### src/rtl/tx_controller.sv
// tx_controller: frames register-file read data (1 byte) or an ALU result (2 bytes, low first)
// onto the UART TX valid/busy handshake. Define TXCONT_CHECKSUM_EN to append an XOR checksum byte.
module tx_controller #(
    parameter int DATA_WIDTH = 8
) (
    input  logic                    TXCont_CLK,
    input  logic                    TXCont_RST,
    input  logic [DATA_WIDTH-1:0]   TXCont_RF_RdData,
    input  logic                    TXCont_RF_RdData_Valid,
    input  logic [2*DATA_WIDTH-1:0] TXCont_ALU_Out,
    input  logic                    TXCont_ALU_Valid,
    input  logic                    TXCont_Busy,
    output logic [DATA_WIDTH-1:0]   TXCont_Pdata,
    output logic                    TXCont_Data_Valid,
    output logic                    TXCont_Frame_Busy,
    output logic                    TXCont_Overrun
);

    typedef enum logic [1:0] {
        IDLE    = 2'd0,
        SEND    = 2'd1,
        WAIT_HI = 2'd2,
        WAIT_LO = 2'd3
    } state_t;

    state_t                  state_r;
    logic [1:0]              index_r;
    logic [1:0]              last_idx_r;
    logic [DATA_WIDTH-1:0]   slot0_r;
    logic [DATA_WIDTH-1:0]   slot1_r;
    logic [DATA_WIDTH-1:0]   pdata_r;
    logic                    overrun_r;
    logic [DATA_WIDTH-1:0]   next_byte_s;
    logic [1:0]              next_index_s;
    logic                    strobe_any_s;
    logic                    strobe_both_s;

`ifdef TXCONT_CHECKSUM_EN
    logic [DATA_WIDTH-1:0]   slot2_r;

    function automatic logic [DATA_WIDTH-1:0] xor_checksum(
        input logic [DATA_WIDTH-1:0] a,
        input logic [DATA_WIDTH-1:0] b
    );
        return a ^ b;
    endfunction
`endif

    assign strobe_any_s  = TXCont_RF_RdData_Valid | TXCont_ALU_Valid;
    assign strobe_both_s = TXCont_RF_RdData_Valid & TXCont_ALU_Valid;
    assign next_index_s  = index_r + 2'd1;

    // Selects the buffered byte that follows the one currently on the wire
    always_comb begin
        next_byte_s = {DATA_WIDTH{1'b0}};
        case (next_index_s)
            2'd0:    next_byte_s = slot0_r;
            2'd1:    next_byte_s = slot1_r;
`ifdef TXCONT_CHECKSUM_EN
            2'd2:    next_byte_s = slot2_r;
`endif
            default: next_byte_s = {DATA_WIDTH{1'b0}};
        endcase
    end

    // Frame FSM: accepts one strobe in IDLE, then walks the buffer one handshake per byte
    always_ff @(posedge TXCont_CLK or negedge TXCont_RST) begin
        if (!TXCont_RST) begin
            state_r    <= IDLE;
            index_r    <= 2'd0;
            last_idx_r <= 2'd0;
            slot0_r    <= {DATA_WIDTH{1'b0}};
            slot1_r    <= {DATA_WIDTH{1'b0}};
`ifdef TXCONT_CHECKSUM_EN
            slot2_r    <= {DATA_WIDTH{1'b0}};
`endif
            pdata_r    <= {DATA_WIDTH{1'b0}};
            overrun_r  <= 1'b0;
        end else begin
            // In IDLE only the losing ALU strobe of a simultaneous pair is dropped
            if (state_r == IDLE) begin
                overrun_r <= strobe_both_s;
            end else begin
                overrun_r <= strobe_any_s;
            end

            case (state_r)
                IDLE: begin
                    index_r <= 2'd0;
                    if (TXCont_RF_RdData_Valid) begin
                        slot0_r <= TXCont_RF_RdData;
                        pdata_r <= TXCont_RF_RdData;
`ifdef TXCONT_CHECKSUM_EN
                        slot1_r    <= xor_checksum(TXCont_RF_RdData, {DATA_WIDTH{1'b0}});
                        last_idx_r <= 2'd1;
`else
                        last_idx_r <= 2'd0;
`endif
                        state_r <= SEND;
                    end else if (TXCont_ALU_Valid) begin
                        slot0_r <= TXCont_ALU_Out[DATA_WIDTH-1:0];
                        slot1_r <= TXCont_ALU_Out[2*DATA_WIDTH-1:DATA_WIDTH];
                        pdata_r <= TXCont_ALU_Out[DATA_WIDTH-1:0];
`ifdef TXCONT_CHECKSUM_EN
                        slot2_r    <= xor_checksum(TXCont_ALU_Out[DATA_WIDTH-1:0],
                                                   TXCont_ALU_Out[2*DATA_WIDTH-1:DATA_WIDTH]);
                        last_idx_r <= 2'd2;
`else
                        last_idx_r <= 2'd1;
`endif
                        state_r <= SEND;
                    end else begin
                        pdata_r <= {DATA_WIDTH{1'b0}};
                        state_r <= IDLE;
                    end
                end
                SEND: begin
                    if (!TXCont_Busy) begin
                        state_r <= WAIT_HI;
                    end else begin
                        state_r <= SEND;
                    end
                end
                WAIT_HI: begin
                    if (TXCont_Busy) begin
                        state_r <= WAIT_LO;
                    end else begin
                        state_r <= WAIT_HI;
                    end
                end
                WAIT_LO: begin
                    if (!TXCont_Busy) begin
                        if (index_r == last_idx_r) begin
                            index_r <= 2'd0;
                            pdata_r <= {DATA_WIDTH{1'b0}};
                            state_r <= IDLE;
                        end else begin
                            index_r <= next_index_s;
                            pdata_r <= next_byte_s;
                            state_r <= SEND;
                        end
                    end else begin
                        state_r <= WAIT_LO;
                    end
                end
                default: begin
                    index_r <= 2'd0;
                    pdata_r <= {DATA_WIDTH{1'b0}};
                    state_r <= IDLE;
                end
            endcase
        end
    end

    // Data_Valid is gated by the live Busy so a request never overlaps serialization
    assign TXCont_Data_Valid = (state_r == SEND) & ~TXCont_Busy;
    assign TXCont_Pdata      = pdata_r;
    assign TXCont_Frame_Busy = (state_r != IDLE);
    assign TXCont_Overrun    = overrun_r;

endmodule

### config.mk
export PLATFORM = sky130hd
export DESIGN_NAME = tx_controller
export DESIGN_NICKNAME = d
export VERILOG_FILES = /design/src/rtl/tx_controller.sv
export SDC_FILE = /design/constraint.sdc
export NUM_CORES = 1
export LEC_CHECK = 0
export ABC_AREA = 0
export ABC_CLOCK_PERIOD_IN_PS = 2210
export CAP_MARGIN = 20
export CORE_ASPECT_RATIO = 0.9
export CORE_MARGIN = 2
export CORE_UTILIZATION = 48
export DETAILED_ROUTE_END_ITERATION = 6
export PLACE_DENSITY = 0.79
export SYNTH_ARGS = -nofsm -noshare
export SYNTH_HDL_FRONTEND = slang
export SYNTH_SLANG_ARGS = --single-unit
### constraint.sdc
create_clock -name TXCont_CLK -period 2.21 [get_ports TXCont_CLK]
set_input_delay 0.3315 -clock TXCont_CLK [delete_from_list [all_inputs] [get_ports TXCont_CLK]]
set_output_delay 0.3315 -clock TXCont_CLK [all_outputs]
set_load 0.02 [all_outputs]
Word level (Yosys, flattened, before mapping). Cells that the tools add are included.

Register bits after elaboration: 31. Input port bits: 29. Output and inout port bits: 11. Logic and storage cells: 48.

Add/subtract/negate cells: 1. Eq/ne operators: 6. Muxes and demuxes: 21. Bitwise logic cells: 5. Reduce and logical (&&, ||, !) cells: 8.

Operators with widths (number): $mux W8 (6); $pmux W8 S2 (2); $mux W2 (6); $pmux W2 S4 (1); $reduce_bool A2 Y1 (3); $mux W1 (5); $eq A2 B1 Y1 const B (2); $eq A2 B2 Y1 const B (2); $logic_not A2 Y1 (2); $pmux W2 S2 (1); $reduce_and A2 Y1 (2); $reduce_and A3 Y1 (1); $add A2 B1 Y2 const B (1); $and A1 B1 Y1 (2); $eq A2 B2 Y1 (1); $ne A2 B2 Y1 const B (1); $not A1 Y1 (2); $or A1 B1 Y1 (1).

Longest topological paths before layout.
Depth in word-level cells: 6. Gate-level depth with buffers: 7. Mapped depth without buffers: 5.

Least setup slack after synthesis. No wires, ideal clock.

Path kind: register -> register. Start: reg index_r[1]. End: reg pdata_r[0] (netlist: TXCont_Pdata[0]). Library setup time: 0.082 ns. Arrival: 1.638 ns. Data required time: 2.128 ns. Slack: 0.491 ns. Stages on the path, launching flop included: 8. Path buffers: 2. Period minus slack after synthesis: 1.719 ns. Path through: dfrtp_1 -> clkbuf_1 -> inv_1 -> ha_1 -> and3b_1 -> buf_1 -> o211ai_1 -> a31oi_1.

Word-level cells in the longest chain between the ends: 6. Elaborated cells between the ends (all ways): 8. Classes of those cells: add/sub: 1; eq/ne: 2; mux: 4; reduce/logical: 1.

RTL lines: start: declaration (line 27) `logic [1:0] index_r;`; start signal: assignment (line 138) `index_r <= next_index_s;`; $add A2 B1 Y2 (line 51) `assign next_index_s = index_r + 2'd1;`; $eq A2 B1 Y1 or $logic_not A2 Y1 (tied branches) (line 56) `case (next_index_s)`; $pmux W8 S2 (line 56); $mux W8 * (line 133) `if (index_r == last_idx_r) begin`; $mux W8 * (line 132) `if (!TXCont_Busy) begin`; $pmux W8 S2 * (line 87) `case (state_r)`; end signal: assignment (line 92) `pdata_r <= TXCont_RF_RdData;`; end signal: assignment (line 135) `pdata_r <= {DATA_WIDTH{1'b0}};`; end signal: assignment (line 139) `pdata_r <= next_byte_s;`; end: declaration (line 31) `logic [DATA_WIDTH-1:0] pdata_r;`.

Every way passes the cells marked *; elsewhere a longest branch is shown, timed or not. The select of a mux whose other input is x is not followed. A chain may end at the register's enable or synchronous reset.

Worst setup path in the final report.
Start: reg state_r[1]. End: out TXCont_Frame_Busy.

Word-level cells in the longest chain between the ends: 1.

RTL lines: start: declaration (line 26) `state_t state_r;`; start signal: assignment (line 69) `state_r <= IDLE;`; start signal: assignment (line 99) `state_r <= SEND;`; start signal: assignment (line 111) `state_r <= SEND;`; $reduce_bool A2 Y1 (line 158) `assign TXCont_Frame_Busy = (state_r != IDLE);`; end: declaration (line 15) `output logic TXCont_Frame_Busy,`.

No other way between the ends.

==> metrics.md <==
| Metric | Value |
|---|---|
| Rel. slew slack | `59.5%` |
| Avg Cell Area, Syn | `11.7 µm²` |
| Slowest cell on the critical path | `clkdlybuf4s50_1` |
| Global-route wire length before repair | `approximately 6000 µm` |
| Post-synth EDFFs | `0` |
| Die H | `roughly 57 µm` |
| Die width | `63.0 µm` |
| Mapped Nets | `between 150 and 200` |
| Worst Skew | `approximately 8 ps` |
| Placed cells | `206` |
| Number of port buffers | `39` |
| Fin. Hold Viols | `0` |
| Area growth syn-to-layout | `32.5%` |
| Largest area contributor in the netlist | `dfrtp_1` |
| Worst VDD drop | `approximately 0.63 mV` |
| Area after DPL | `around 2000 µm²` |
| Most common library cells after synthesis | `30 x dfrtp_1, 24 x mux2_2, 9 x nand2_1, 9 x o211ai_1` |
| Clock sinks | `30` |
| Routed len/inst | `16.1 µm` |
| Post-route setup TNS | `0 ps` |
| WP data arrival | `approximately 1700 ps` |
| Core area | `just over 3000 µm²` |
| Total GRT Usage | `between 20% and 30%` |
| Fin crit period | `2020 ps` |
| Count leader, synth | `dfrtp_1` |
| Grt peak-use layer | `met2` |
| Clk Latency, worst-skew pair | `330 ps` |
| Sequence of cells on the critical path | `nor2_4 -> inv_2 -> clkdlybuf4s50_1` |
| Post-synth top area share | `roughly half` |
| Post-Route WL | `3420 µm` |
| Grt ovf | `0` |
| Drt drc | `0` |
| Yosys Warn Count | `0` |
| TritonCTS clock tree | `done` |
| Combinational power share | `48.5%` |
| Post-CTS Resized | `0` |
| Netlist cell types | `29` |
| Lkg Pwr | `about 0.82 nW` |
| Worst hold slack | `382 ps` |
| RePlAce Congestion | `a little under 0.8` |
| Pwr Total | `~2.6 mW` |
| Int Power | `1.61 mW` |
| Post-synth top flop | `dfrtp_1` |
| Finished layout cell area | `between 1500 and 2000 µm²` |
| Initial DRC Count | `62` |
| CP required | `1880 ps` |
| Unrepaired setup endpoints after global routing | `no` |
| Hold_buf cts | `0` |
| H-tree depth | `2` |
| Ant diodes | `0` |
| Crit start category | `register` |
| DRT Pass-1 Iters | `4` |
| Clock buffer depth | `2` |
| Rows | `19` |
| Share of post-route cells with drive strength above 1 | `between 20% and 30%` |
| Crit-path max cell delay | `about 630 ps` |
| Post-DP HPWL | `2610 µm` |
| I/O Pins | `40` |
| Die footprint | `about 3600 µm²` |
| Met1 Use GR | `a little over a quarter` |
| Nets | `202` |
| Fmax | `just under 500 MHz` |
| Root buffer cell | `clkbuf_4` |
| Slew @ Worst Pin | `a little over 600 ps` |
| Pwr Density | `1300 nW/µm²` |
| Via count | `~1200` |
| Synthesized flop and latch total | `30` |
| Outcome | `completed` |
| Cell Area, Synth | `about 1500 µm²` |
| Vias/cell | `around 5.7` |
| Switch share | `38.1%` |
| Critical Path Fanout Max | `7` |
| Fin crit share | `between 90% and 100%` |
| Initial antenna violation count | `0` |
| Largest net degree at the start of global routing | `31` |
| NetSw | `0.989 mW` |
| Clock transition at path regs | `around 90 ps` |
| CP endpoint kind | `primary output` |
| Fin. max-slew vios | `0` |
| Initial core utilization | `between 40% and 50%` |
| Clock network power share | `12.3%` |
| Final Non-Filler Cells | `roughly 210` |
| Final setup viols | `0` |
| Synth Instances | `129` |
| Vias in the first global route | `about 1300` |
| ANT nets after route | `0` |
| Post-CTS setup buffers | `0` |
| Maxcap violations | `0` |
| Met3 Track Usage GR | `4.93%` |
| Critical path class | `register to primary output` |
| Met2 Track Usage GR | `35.1%` |
| Sequential power share | `between 30% and 40%` |
| Worst Hold Class | `input port to asynchronous set/reset pin` |
| Asr flop ratio synth | `100%` |
| Synth area leaders | `dfrtp_1 50%, mux2_2 18%, a22o_1 4.7%, o211ai_1 4.5%, a31oi_1 3.3%` |
| CTS Buf Count | `5` |
| Register area share after synthesis | `49.9%` |
## layer usage
layer,wire (µm),vias to the layer above,part of all wire [%]
met1,1460,601,43
met2,1700,48,50
met5,0,-,0
li1,-,557,-
met4,71,0,2.1
met3,182,9,5.3
## path summary, 6_finish.rpt
check                                        from                     endpoint  slack (ps)  depth (start not counted)
min in group TXCont_CLK    slot1_r[5]$_DFFE_PN0P_       slot1_r[5]$_DFFE_PN0P_         520                          1
setup / recovery             state_r[1]$_DFF_PN0_            TXCont_Frame_Busy         190                          3
hold reg to reg            slot1_r[5]$_DFFE_PN0P_       slot1_r[5]$_DFFE_PN0P_         520                          1
hold / removal                         TXCont_RST       slot0_r[7]$_DFFE_PN0P_         380                          2
max in group asynchronous              TXCont_RST       slot0_r[2]$_DFFE_PN0P_        1550                          2
setup reg to reg           index_r[1]$_DFFE_PN0P_  TXCont_Pdata[3]$_DFFE_PN0P_         490                          5
## worst max-delay path: cells and delay by family (launching register included)
kind / cells / cell delay [ps]
and+or+nand+nor: 1 / 80
buffers and inverters: 2 / 760
DFF: 1 / 520
## through the flow
step | utilization (%) | worst slack [ps]
6_report | 66.1 | 190
5_1_grt | 66.1 | 124
4_1_cts | 66.1 | 204
3_5_place_dp | 64.4 | 201
3_3_place_gp | 64.4 | 235
2_1_floorplan | - | 491
## final cells by class
cell class,count,area (µm²)
Sequential cell,30,751
Inverter,3,11.3
Multi-Input combinational cell,88,708
Clock buffer,6,51.3
Tap cell,42,52.6
Fill cell,251,1020
Timing Repair Buffer,43,420
## power by group through the flow
stage	clock network, mW	logic (mW)	registers, mW
floorplan	0	0.758	1.07
global placement	0	1.22	1.00
detailed placement	0	1.25	1.03
CTS	0.325	1.26	1.01
global route	0.349	1.38	1.05
finish	0.321	1.26	1.02
## cell usage in the layout (no fill, tap or decap), drive strengths merged
cell type	instances
maj3	1
clkbuf	6
nor2	4
nor3	8
nor3b	1
or2	2
a2bb2oi	1
a22o	8
nand3	1
and3b	2
dfrtp	30
a31oi	8
xor2	1
a21o	1
buf	4
inv	3
o211ai	9
mux2	24
ha	2
clkdlybuf4s50	39
o22ai	2
xnor2	1
nand2b	1
o21ai	2
nand2	9
## kinds of logic after synthesis
family | synth area share, %
compound gates | 15.0
xor+xnor | 1.16
fa+ha+maj | 2.33
buf+inv | 3.08
flops | 49.9
mux | 18.0
simple gates | 10.6
## flip-flops by register name (all words and copies together), names as in the netlist
name	flops
last_idx_r	1
slot0_r	8
slot1_r	8
TXCont_Pdata	8
TXCont_Overrun	1
index_r	2
state_r	2
Power figures use the tool's default switching activity.
